--- src/rtl/a25_wb_arb_pkg.sv ---
// ============================================================================
// Module   : a25_wb_arb_pkg
// Shared types, master indices and index helpers for the A25 Wishbone arbiter.
// Revision : 1.0
// ============================================================================
`default_nettype none

package a25_wb_arb_pkg;

  localparam int NUM_MASTERS = 3;
  localparam int M_ICACHE    = 0;
  localparam int M_DCACHE    = 1;
  localparam int M_WBUF      = 2;

  typedef enum logic [1:0] {
    ARB_IDLE    = 2'd0,
    ARB_OWNED   = 2'd1,
    ARB_RELEASE = 2'd2
  } arb_state_t;

  function automatic logic [1:0] onehot_to_idx(input logic [NUM_MASTERS-1:0] oh);
    logic [1:0] idx;
    idx = 2'd0;
    if (oh[M_DCACHE]) idx = 2'd1;
    if (oh[M_WBUF])   idx = 2'd2;
    return idx;
  endfunction

  // Index of the k-th master after 'last' in wrap-around order.
  function automatic logic [1:0] rr_index(input logic [1:0] last, input int k);
    return 2'((int'(last) + k) % NUM_MASTERS);
  endfunction

endpackage

`default_nettype wire

--- src/rtl/a25_wb_rr_pick.sv ---
// ============================================================================
// Module   : a25_wb_rr_pick
// Combinational round-robin picker: first requester after the last owner wins.
// Revision : 1.0
// ============================================================================
`default_nettype none

module a25_wb_rr_pick
  import a25_wb_arb_pkg::*;
(
  input  logic [NUM_MASTERS-1:0] i_requests,
  input  logic [1:0]             i_last_owner,
  output logic [NUM_MASTERS-1:0] o_grant
);

  // Walk from lowest to highest priority so the nearest requester overwrites.
  always_comb begin
    o_grant = '0;
    for (int k = NUM_MASTERS; k >= 1; k--) begin
      if (i_requests[rr_index(i_last_owner, k)]) begin
        o_grant = '0;
        o_grant[rr_index(i_last_owner, k)] = 1'b1;
      end
    end
  end

endmodule

`default_nettype wire

--- src/rtl/a25_wb_arbiter.sv ---
// ============================================================================
// Module   : a25_wb_arbiter
// Three-master Wishbone arbiter (I-cache, D-cache, write buffer), round-robin,
// bursts held atomic. Optional watchdog: define A25_WB_ARB_TIMEOUT_EN.
// Revision : 1.0
// ============================================================================
`default_nettype none

module a25_wb_arbiter
  import a25_wb_arb_pkg::*;
#(
  parameter int DATA_W         = 128,
  parameter int TIMEOUT_CYCLES = 256
) (
  input  logic                    i_clk,
  input  logic                    i_rst_n,
  input  logic [2:0]              i_m_cyc,
  input  logic [2:0]              i_m_stb,
  input  logic [2:0]              i_m_we,
  input  logic [3*(DATA_W/8)-1:0] i_m_sel,
  input  logic [3*32-1:0]         i_m_adr,
  input  logic [3*DATA_W-1:0]     i_m_dat,
  output logic [2:0]              o_m_ack,
  output logic [2:0]              o_m_err,
  output logic [DATA_W-1:0]       o_m_dat,
  output logic                    o_wb_cyc,
  output logic                    o_wb_stb,
  output logic                    o_wb_we,
  output logic [DATA_W/8-1:0]     o_wb_sel,
  output logic [31:0]             o_wb_adr,
  output logic [DATA_W-1:0]       o_wb_dat,
  input  logic                    i_wb_ack,
  input  logic                    i_wb_err,
  input  logic [DATA_W-1:0]       i_wb_dat,
  output logic [2:0]              o_grant
);

  localparam int SEL_W = DATA_W / 8;

  arb_state_t              r_state;
  logic [NUM_MASTERS-1:0]  r_grant;
  logic [1:0]              r_last_owner;
  logic [NUM_MASTERS-1:0]  w_pick;
  logic                    w_owned;
  logic                    w_owner_cyc;
  logic                    w_owner_stb;
  logic                    w_owner_we;
  logic [SEL_W-1:0]        w_owner_sel;
  logic [31:0]             w_owner_adr;
  logic [DATA_W-1:0]       w_owner_dat;
  logic                    w_timeout;

  a25_wb_rr_pick u_pick (
    .i_requests   (i_m_cyc),
    .i_last_owner (r_last_owner),
    .o_grant      (w_pick)
  );

  assign w_owned = (r_state == ARB_OWNED);

  // r_grant is only non-zero while owned, so this AND-OR mux also zeroes the bus elsewhere.
  always_comb begin
    w_owner_cyc = 1'b0;
    w_owner_stb = 1'b0;
    w_owner_we  = 1'b0;
    w_owner_sel = '0;
    w_owner_adr = '0;
    w_owner_dat = '0;
    for (int m = 0; m < NUM_MASTERS; m++) begin
      if (r_grant[m]) begin
        w_owner_cyc = i_m_cyc[m];
        w_owner_stb = i_m_cyc[m] & i_m_stb[m];
        w_owner_we  = i_m_we[m];
        w_owner_sel = i_m_sel[m*SEL_W +: SEL_W];
        w_owner_adr = i_m_adr[m*32 +: 32];
        w_owner_dat = i_m_dat[m*DATA_W +: DATA_W];
      end
    end
  end

`ifdef A25_WB_ARB_TIMEOUT_EN
  localparam int CNT_W = $clog2(TIMEOUT_CYCLES + 1);
  logic [CNT_W-1:0] r_to_cnt;

  always_ff @(posedge i_clk or negedge i_rst_n) begin
    if (!i_rst_n) begin
      r_to_cnt <= '0;
    end else if (!w_owned || i_wb_ack || w_timeout) begin
      r_to_cnt <= '0;
    end else if (w_owner_stb) begin
      r_to_cnt <= r_to_cnt + 1'b1;
    end
  end

  assign w_timeout = w_owned & w_owner_stb & ~i_wb_ack &
                     (r_to_cnt == CNT_W'(TIMEOUT_CYCLES - 1));
`else
  assign w_timeout = 1'b0;
`endif

  always_ff @(posedge i_clk or negedge i_rst_n) begin
    if (!i_rst_n) begin
      r_state      <= ARB_IDLE;
      r_grant      <= '0;
      r_last_owner <= 2'(M_WBUF);
    end else begin
      case (r_state)
        ARB_IDLE: begin
          if (|i_m_cyc) begin
            r_state      <= ARB_OWNED;
            r_grant      <= w_pick;
            r_last_owner <= onehot_to_idx(w_pick);
          end
        end
        ARB_OWNED: begin
          if (!w_owner_cyc || w_timeout) begin
            r_state <= ARB_RELEASE;
            r_grant <= '0;
          end
        end
        ARB_RELEASE: begin
          r_state <= ARB_IDLE;
        end
        default: begin
          r_state <= ARB_IDLE;
          r_grant <= '0;
        end
      endcase
    end
  end

  assign o_grant  = r_grant;
  assign o_wb_cyc = w_owned;
  assign o_wb_stb = w_owner_stb;
  assign o_wb_we  = w_owner_we;
  assign o_wb_sel = w_owner_sel;
  assign o_wb_adr = w_owner_adr;
  assign o_wb_dat = w_owner_dat;
  assign o_m_ack  = {NUM_MASTERS{i_wb_ack}} & r_grant;
  assign o_m_err  = {NUM_MASTERS{i_wb_err | w_timeout}} & r_grant;
  assign o_m_dat  = i_wb_dat;

endmodule

`default_nettype wire

--- config.mk ---
export PLATFORM = sky130hd
export DESIGN_NAME = a25_wb_arbiter
export DESIGN_NICKNAME = d
export VERILOG_FILES = /design/src/rtl/a25_wb_arb_pkg.sv /design/src/rtl/a25_wb_rr_pick.sv /design/src/rtl/a25_wb_arbiter.sv
export SDC_FILE = /design/constraint.sdc
export NUM_CORES = 1
export LEC_CHECK = 0
export ABC_AREA = 1
export ABC_CLOCK_PERIOD_IN_PS = 2400
export BUFFER_PORTS_ARGS = -buffer_cell sky130_fd_sc_hd__buf_2
export CELL_PAD_IN_SITES_DETAIL_PLACEMENT = 1
export CELL_PAD_IN_SITES_GLOBAL_PLACEMENT = 1
export CORE_AREA = 2 2 381 383
export CTS_CLUSTER_DIAMETER = 80
export CTS_CLUSTER_SIZE = 12
export DETAILED_ROUTE_END_ITERATION = 8
export DIE_AREA = 0 0 383 385
export PLACE_DENSITY_LB_ADDON = 0.3
export SLEW_MARGIN = 30
export SYNTH_ARGS = -nofsm -noshare
export SYNTH_HDL_FRONTEND = slang
export SYNTH_SLANG_ARGS = --single-unit
--- constraint.sdc ---
create_clock -name i_clk -period 2.4 [get_ports i_clk]
set_clock_uncertainty 0.05 [all_clocks]
set_input_delay 0.24 -clock i_clk [delete_from_list [all_inputs] [get_ports i_clk]]
set_output_delay 0.24 -clock i_clk [all_outputs]
set_load 0.02 [all_outputs]
After elaboration in Yosys (flattened, before gate mapping)
Index checks and enable logic that the tools add are counted.
{"block": "word_totals", "regBits": 7, "latch_bits": 0, "mem_bits_rw": 0, "romBits": 0, "in_bits": 669, "output_inout_bits": 316, "word_cells": 74, "memories": 0}
{"block": "classes", "add_sub_neg": 3, "multipliers": 0, "n_div": 3, "n_lt_le_gt_ge": 6, "n_eq_ne": 4, "n_shift": 0, "mux": 41, "bitwise": 6, "reduce_logical": 8}
{"cell": "two-way mux 128 bit", "n": 3}
{"cell": "remainder unit 32 x 3 -> 32 bit (second input constant)", "n": 3}
{"cell": "two-way mux 32 bit", "n": 3}
{"cell": "two-way mux 16 bit", "n": 3}
{"cell": "two-way mux 1 bit", "n": 16}
{"cell": "two-way mux 3 bit", "n": 5}
{"cell": "less-than comparator 2 x 3 -> 1 bit (second input constant)", "n": 3}
{"cell": "one-hot mux 3 bit (3 select lines)", "n": 1}
{"cell": "adder 2 x 2 -> 3 bit (second input constant)", "n": 2}
{"cell": "bitwise AND 3 bit", "n": 2}
{"cell": "binary-select mux 1 bit (select 2 bit)", "n": 3}
{"cell": "demux 1 bit (select 2 bit)", "n": 3}
{"cell": ">= comparator 2 x 1 -> 1 bit (second input constant)", "n": 3}
{"cell": "two-way mux 2 bit", "n": 3}
{"cell": "!= test 2 bit (second input constant)", "n": 2}
{"cell": "one-hot mux 2 bit (2 select lines)", "n": 1}
{"cell": "AND reduction 2 bit", "n": 2}
{"cell": "adder 2 x 1 -> 3 bit (second input constant)", "n": 1}
{"cell": "bitwise AND 1 bit", "n": 3}
{"cell": "logical AND 1 bit", "n": 3}
{"cell": "AND reduction 3 bit", "n": 1}
{"cell": "OR reduction 3 bit", "n": 1}
{"cell": "== test 2 x 1 -> 1 bit (second input constant)", "n": 1}
{"cell": "== test 2 bit (second input constant)", "n": 1}
{"cell": "other kinds (2)", "n": 2}

Longest topological paths before layout
{"block": "logic_depth", "depth_word": 11, "mapped_depth": 11}

Hierarchy
From an unflattened synthesis, not the netlist that was laid out.
{"block": "unflattened", "cells_unflattened": 847, "area_unflattened_um2": 4918.5}
{"mod": "a25_wb_arbiter", "n_inst": 1, "cells_each": 799, "area_per_inst_um2": 4667.0}
{"mod": "a25_wb_rr_pick", "n_inst": 1, "cells_each": 48, "area_per_inst_um2": 251.5}

Worst setup path before layout
No wires, ideal clock.
{"block": "synth_path", "path_kind": "reg-to-output", "from": "register r_grant[1] (netlist: o_grant[1])", "to": "output o_wb_dat[1]", "arrival_ns": 1.479, "required_time_ns": 2.110, "path_slack_ns": 0.631, "path_stages_with_launch": 5, "n_path_buf": 2, "cell_sequence": "dfrtp_1 -> buf_2 -> buf_2 -> a22oi_1 -> o21ai_0"}
{"block": "synth_between", "elab_chain_len": 2}
{"item": "start: declaration", "line": "a25_wb_arbiter.sv:41", "text": "logic [NUM_MASTERS-1:0] r_grant;"}
{"item": "start signal: assignment", "line": "a25_wb_arbiter.sv:111", "text": "r_grant <= w_pick;"}
{"item": "two-way mux 128 bit (2 in a row)", "line": "a25_wb_arbiter.sv:70", "text": "if (r_grant[m]) begin"}
{"item": "end: declaration", "line": "a25_wb_arbiter.sv:31", "text": "output logic [DATA_W-1:0] o_wb_dat,"}
Every way passes these cells.

Worst setup path in the final report
{"block": "layout_path", "from": "register r_grant[1] (netlist: o_grant[1])", "to": "output o_wb_adr[1]"}
{"block": "layout_between", "elab_chain_len": 2}
{"item": "two-way mux 32 bit (2 in a row)", "line": "a25_wb_arbiter.sv:70"}
{"item": "end: declaration", "line": "a25_wb_arbiter.sv:30", "text": "output logic [31:0] o_wb_adr,"}
Every way passes these cells.

==> reports/results.tsv <==
stage	metric	value	unit
status	run_status	complete, no violations	
floorplanning	design.die.area	147500	um2
clock_network	clock_path_buffers	2	
sta	slew_viol_final	0	
floorplanning	rows	139	
placed_design	dp.final_hpwl	71480	um
drt	detail_route.wirelength	78710	um
global_route	track_usage	10.04	%
logic_synthesis	netlist_top_cells_area	sky130_fd_sc_hd__a22oi_1 28%, sky130_fd_sc_hd__buf_4 21%, sky130_fd_sc_hd__nand2_1 17%	
logic_synthesis	muxShareOfSynthArea	0	%
drt	detailedRoute.firstPassIterationCount	4	
drt	via_per_inst	2.672	
worst_setup_path	setup.worst_path.start_class	flip-flop	
layout	fillers	17410	
logic_synthesis	yosys_warnings	0	
placed_design	finalWeightedCongestion	0.8838	
clock_network	clock_sink_count	7	
logic_synthesis	post_synth_xor_area_fraction	0	%
clock_network	clockRootBuffer	sky130_fd_sc_hd__clkbuf_16	
logic_synthesis	post_synth_num_cell_types	22	
worst_setup_path	worstSetupPathType	reg2out	
sta	achievable-frequency	417.9	MHz
sta	timing_worst_slew_pin_value	0.5427	ns
floorplanning	fp.dieW	383	um
clock_network	worst_skew_pair.late_latency	0.23	ns
clock_network	clk_pin_slew_worst_paths	0.04	ns
drt	detailroute.via_count	8856	
logic_synthesis	syn_inst	838	
clock_network	clock_tree.htree_level_count	1	
logic_synthesis	post_synth_and_or_nand_nor_area_fraction	18.77	%
floorplanning	die_height	385	um
global_route	globalRoute.totalOverflow	0	
pwr	clkPwrFrac	2.4	%
worst_hold_path	hold_path_class	in2async	
pwr	internal_power	0.004310	W
global_route	grt_first_pass_wirelength	97480	um
drt	antenna_violating_nets_post_route	0	
sta	final_layout_setup_total_negative_slack	0	ns
logic_synthesis	yosys_register_bits	7	
layout	layout-drive-gt1-share	57.21	%
global_route	number_of_antenna_violations_at_the_first_check_in_global_routing	32	
layout	synthToLayoutAreaGrowth	128.0	%
logic_synthesis	synth_compound_area_share	47.16	%
pwr	worst_vdd_ir	0.3602	mV
sta	finalWorstPathRequiredPeriod	2.393	ns
logic_synthesis	synth_fp_nets	1511	
worst_setup_path	required	2.11	ns
clock_network	cts_inserted_buffers	3	
sta	setup_viols_final	0	
floorplanning	num_io_pins	985	
drt	route.detailed.drc	0	
job	cap_violations	0	
logic_synthesis	syn-cell-area	4826	um2
pwr	p_sw	0.007611	W
pwr	powerDensity	1083	nW/um2
logic_synthesis	synth_area_per_cell	5.759	um2
layout	nNetsFinal	2081	
global_route	first_global_vias	9146	
worst_setup_path	endpoint_kind	output pin	
drt	drt-wirelength-per-cell	23.75	um
floorplanning	core_region_area	143100	um2
sta	report.final.hold_viol_count	0	
clock_network	cts_tree	yes	
floorplanning	floorplan.initialDensity	3.372	%
sta	postLayoutSetupSlackWorst	0.006977	ns
logic_synthesis	synth_largest_area_cell	sky130_fd_sc_hd__a22oi_1	
drt	first_iter_violations	386	
pwr	combinationalPowerShare	95.5	%
placed_design	placement.io_buffers	728	
worst_setup_path	cp_max_fo	68	
sta	timing.final.crit_share	99.71	%
sta	timing.max_slew.rel_slack	63.82	%
pwr	static-leakage-power	4.708	nW
placed_design	detailedPlace.worstSlack	-0.1488	ns
pwr	p_seq_share	2.1	%
logic_synthesis	synth_top_area_share	27.53	%
sta	grt_setup_unrepaired	true	
logic_synthesis	seq_area_frac_synth	3.656	%
logic_synthesis	yosys.area_share.adder	1.037	%
logic_synthesis	synth_top_family_by_area	compound AO/OA/AOI/OAI gates	
worst_setup_path	critical_path_arrival	2.10	ns
global_route	maximum_number_of_pins_on_one_net_before_global_route_repair	78	
pwr	sw_frac_of_total	63.85	%
==> logic make-up after synthesis <==
logic type                 Yosys count
AOI/OAI and AO/OA                  365
and+or+nand+nor                    234
buffers and inverters              228
DFF                                  7
adders and majority gates            4
==> final timing paths <==
check,startpoint,to,slack [ns],depth (start not counted)
min in group i_clk,i_m_cyc[2],r_state[0],0.38,3
min,i_rst_n,r_state[0],0.34,2
max in group asynchronous,i_rst_n,r_last_owner[1],1.71,2
min reg2reg,r_last_owner[1],r_last_owner[1],0.47,2
max,o_grant[1],o_wb_adr[1],0.007,5
max reg2reg,o_grant[1],o_grant[2],0.64,9
==> power groups by stage <==
stage / Combinational (W) / Clock, W / Sequential, W
2_1_floorplan: 0.00499 / 0 / 0.000233
3_3_place_gp: 0.0117 / 0 / 0.000249
3_5_place_dp: 0.0116 / 0 / 0.000250
4_1_cts: 0.0119 / 0.000292 / 0.000249
5_1_grt: 0.0123 / 0.000298 / 0.000260
6_report: 0.0114 / 0.000289 / 0.000247
==> flip-flops by register name, indices dropped and copies added, names as in the netlist <==
name          cells
o_grant           3
r_last_owner      2
r_state           2
==> cells in the mapped netlist <==
cell	number
sky130_fd_sc_hd__buf_2	50
sky130_fd_sc_hd__o21ai_0	25
sky130_fd_sc_hd__inv_1	20
sky130_fd_sc_hd__a31oi_1	1
sky130_fd_sc_hd__o21ai_1	157
sky130_fd_sc_hd__a22oi_1	177
sky130_fd_sc_hd__clkbuf_1	23
sky130_fd_sc_hd__inv_2	1
sky130_fd_sc_hd__o211ai_1	2
sky130_fd_sc_hd__nand3_1	9
sky130_fd_sc_hd__nor2_4	1
sky130_fd_sc_hd__buf_4	133
sky130_fd_sc_hd__and2_1	1
sky130_fd_sc_hd__ha_1	4
sky130_fd_sc_hd__nor3_1	2
sky130_fd_sc_hd__dfstp_2	1
sky130_fd_sc_hd__nand3b_1	1
sky130_fd_sc_hd__buf_1	1
sky130_fd_sc_hd__a21oi_1	3
sky130_fd_sc_hd__nor2_1	4
sky130_fd_sc_hd__nand2_1	216
sky130_fd_sc_hd__dfrtp_1	6
==> area by class of cell <==
class | count | area (um2) | area share [%]
diodes | 4 | 10.01 | 0.09097
repair buffers | 772 | 4921 | 44.72
multi-input cells | 603 | 3348 | 30.43
well taps | 1903 | 2381 | 21.64
flip-flops and latches | 7 | 185.2 | 1.683
inverters | 21 | 78.83 | 0.7164
clock buffers | 4 | 78.83 | 0.7164
==> metal layers <==
layer | up-vias | share of wire [%] | GRT usage [%]
met1 | 4204 | 46 | 13.73
li1 | 4002 | - | -
met2 | 560 | 44 | 15.92
met4 | 18 | 0.82 | 0.5687
met5 | - | 0.15 | 0
met3 | 72 | 8.3 | 3.265
==> critical path, stage by stage (launching register included) <==
cell and delay [ns]:
sky130_fd_sc_hd__dfrtp_4 0.51, sky130_fd_sc_hd__nor2_4 0.17, sky130_fd_sc_hd__buf_12 0.28, sky130_fd_sc_hd__a22oi_1 0.15, sky130_fd_sc_hd__o21ai_2 0.35, sky130_fd_sc_hd__buf_2 0.24
==> what timing repair did <==
action / 4_1_cts / 5_1_grt
cloned: 1 / 0
hold buffers: 1 / 0
pin swaps: 2 / 0
hold endpoints to repair: 6 / 0
setup endpoints to repair: 41 / 18
buffers inserted: 3 / 0
resized for setup: 28 / 9
==> layout by cell type (no fill, tap or decap), types with 2 or more instances in the layout <==
master / count
sky130_fd_sc_hd__buf_2: 675
sky130_fd_sc_hd__nand2_1: 216
sky130_fd_sc_hd__a22oi_1: 177
sky130_fd_sc_hd__o21ai_1: 137
sky130_fd_sc_hd__buf_12: 63
sky130_fd_sc_hd__buf_4: 31
sky130_fd_sc_hd__o21ai_2: 22
sky130_fd_sc_hd__o21ai_0: 20
sky130_fd_sc_hd__inv_1: 20
sky130_fd_sc_hd__nand3_1: 9
sky130_fd_sc_hd__diode_2: 4
sky130_fd_sc_hd__nor2_1: 4
sky130_fd_sc_hd__ha_1: 4
sky130_fd_sc_hd__o21ai_4: 3
sky130_fd_sc_hd__a21oi_1: 3
sky130_fd_sc_hd__clkbuf_16: 3
sky130_fd_sc_hd__dfrtp_1: 3
sky130_fd_sc_hd__o211ai_1: 2
sky130_fd_sc_hd__nor3_1: 2
sky130_fd_sc_hd__dfrtp_4: 2
==> stage by stage <==
| step | std cells | power (W) | instance area [um2] | utilization (%) | hold slack [ns] |
|---|---|---|---|---|---|
| after floorplan | 838 | 0.005226 | 4826 | - | -0.1056 |
| after global placement | 3301 | 0.01193 | 10730 | 7.497 | 0.04967 |
| after detailed placement | 3301 | 0.01187 | 10730 | 7.497 | 0.04562 |
| after CTS | 3310 | 0.01243 | 10960 | 7.655 | 0.3410 |
| after global routing | 3311 | 0.01284 | 11000 | 7.682 | 0.3697 |
| final | 3314 | 0.01192 | 11000 | 7.687 | 0.3414 |
Power figures use the tool's default switching activity.
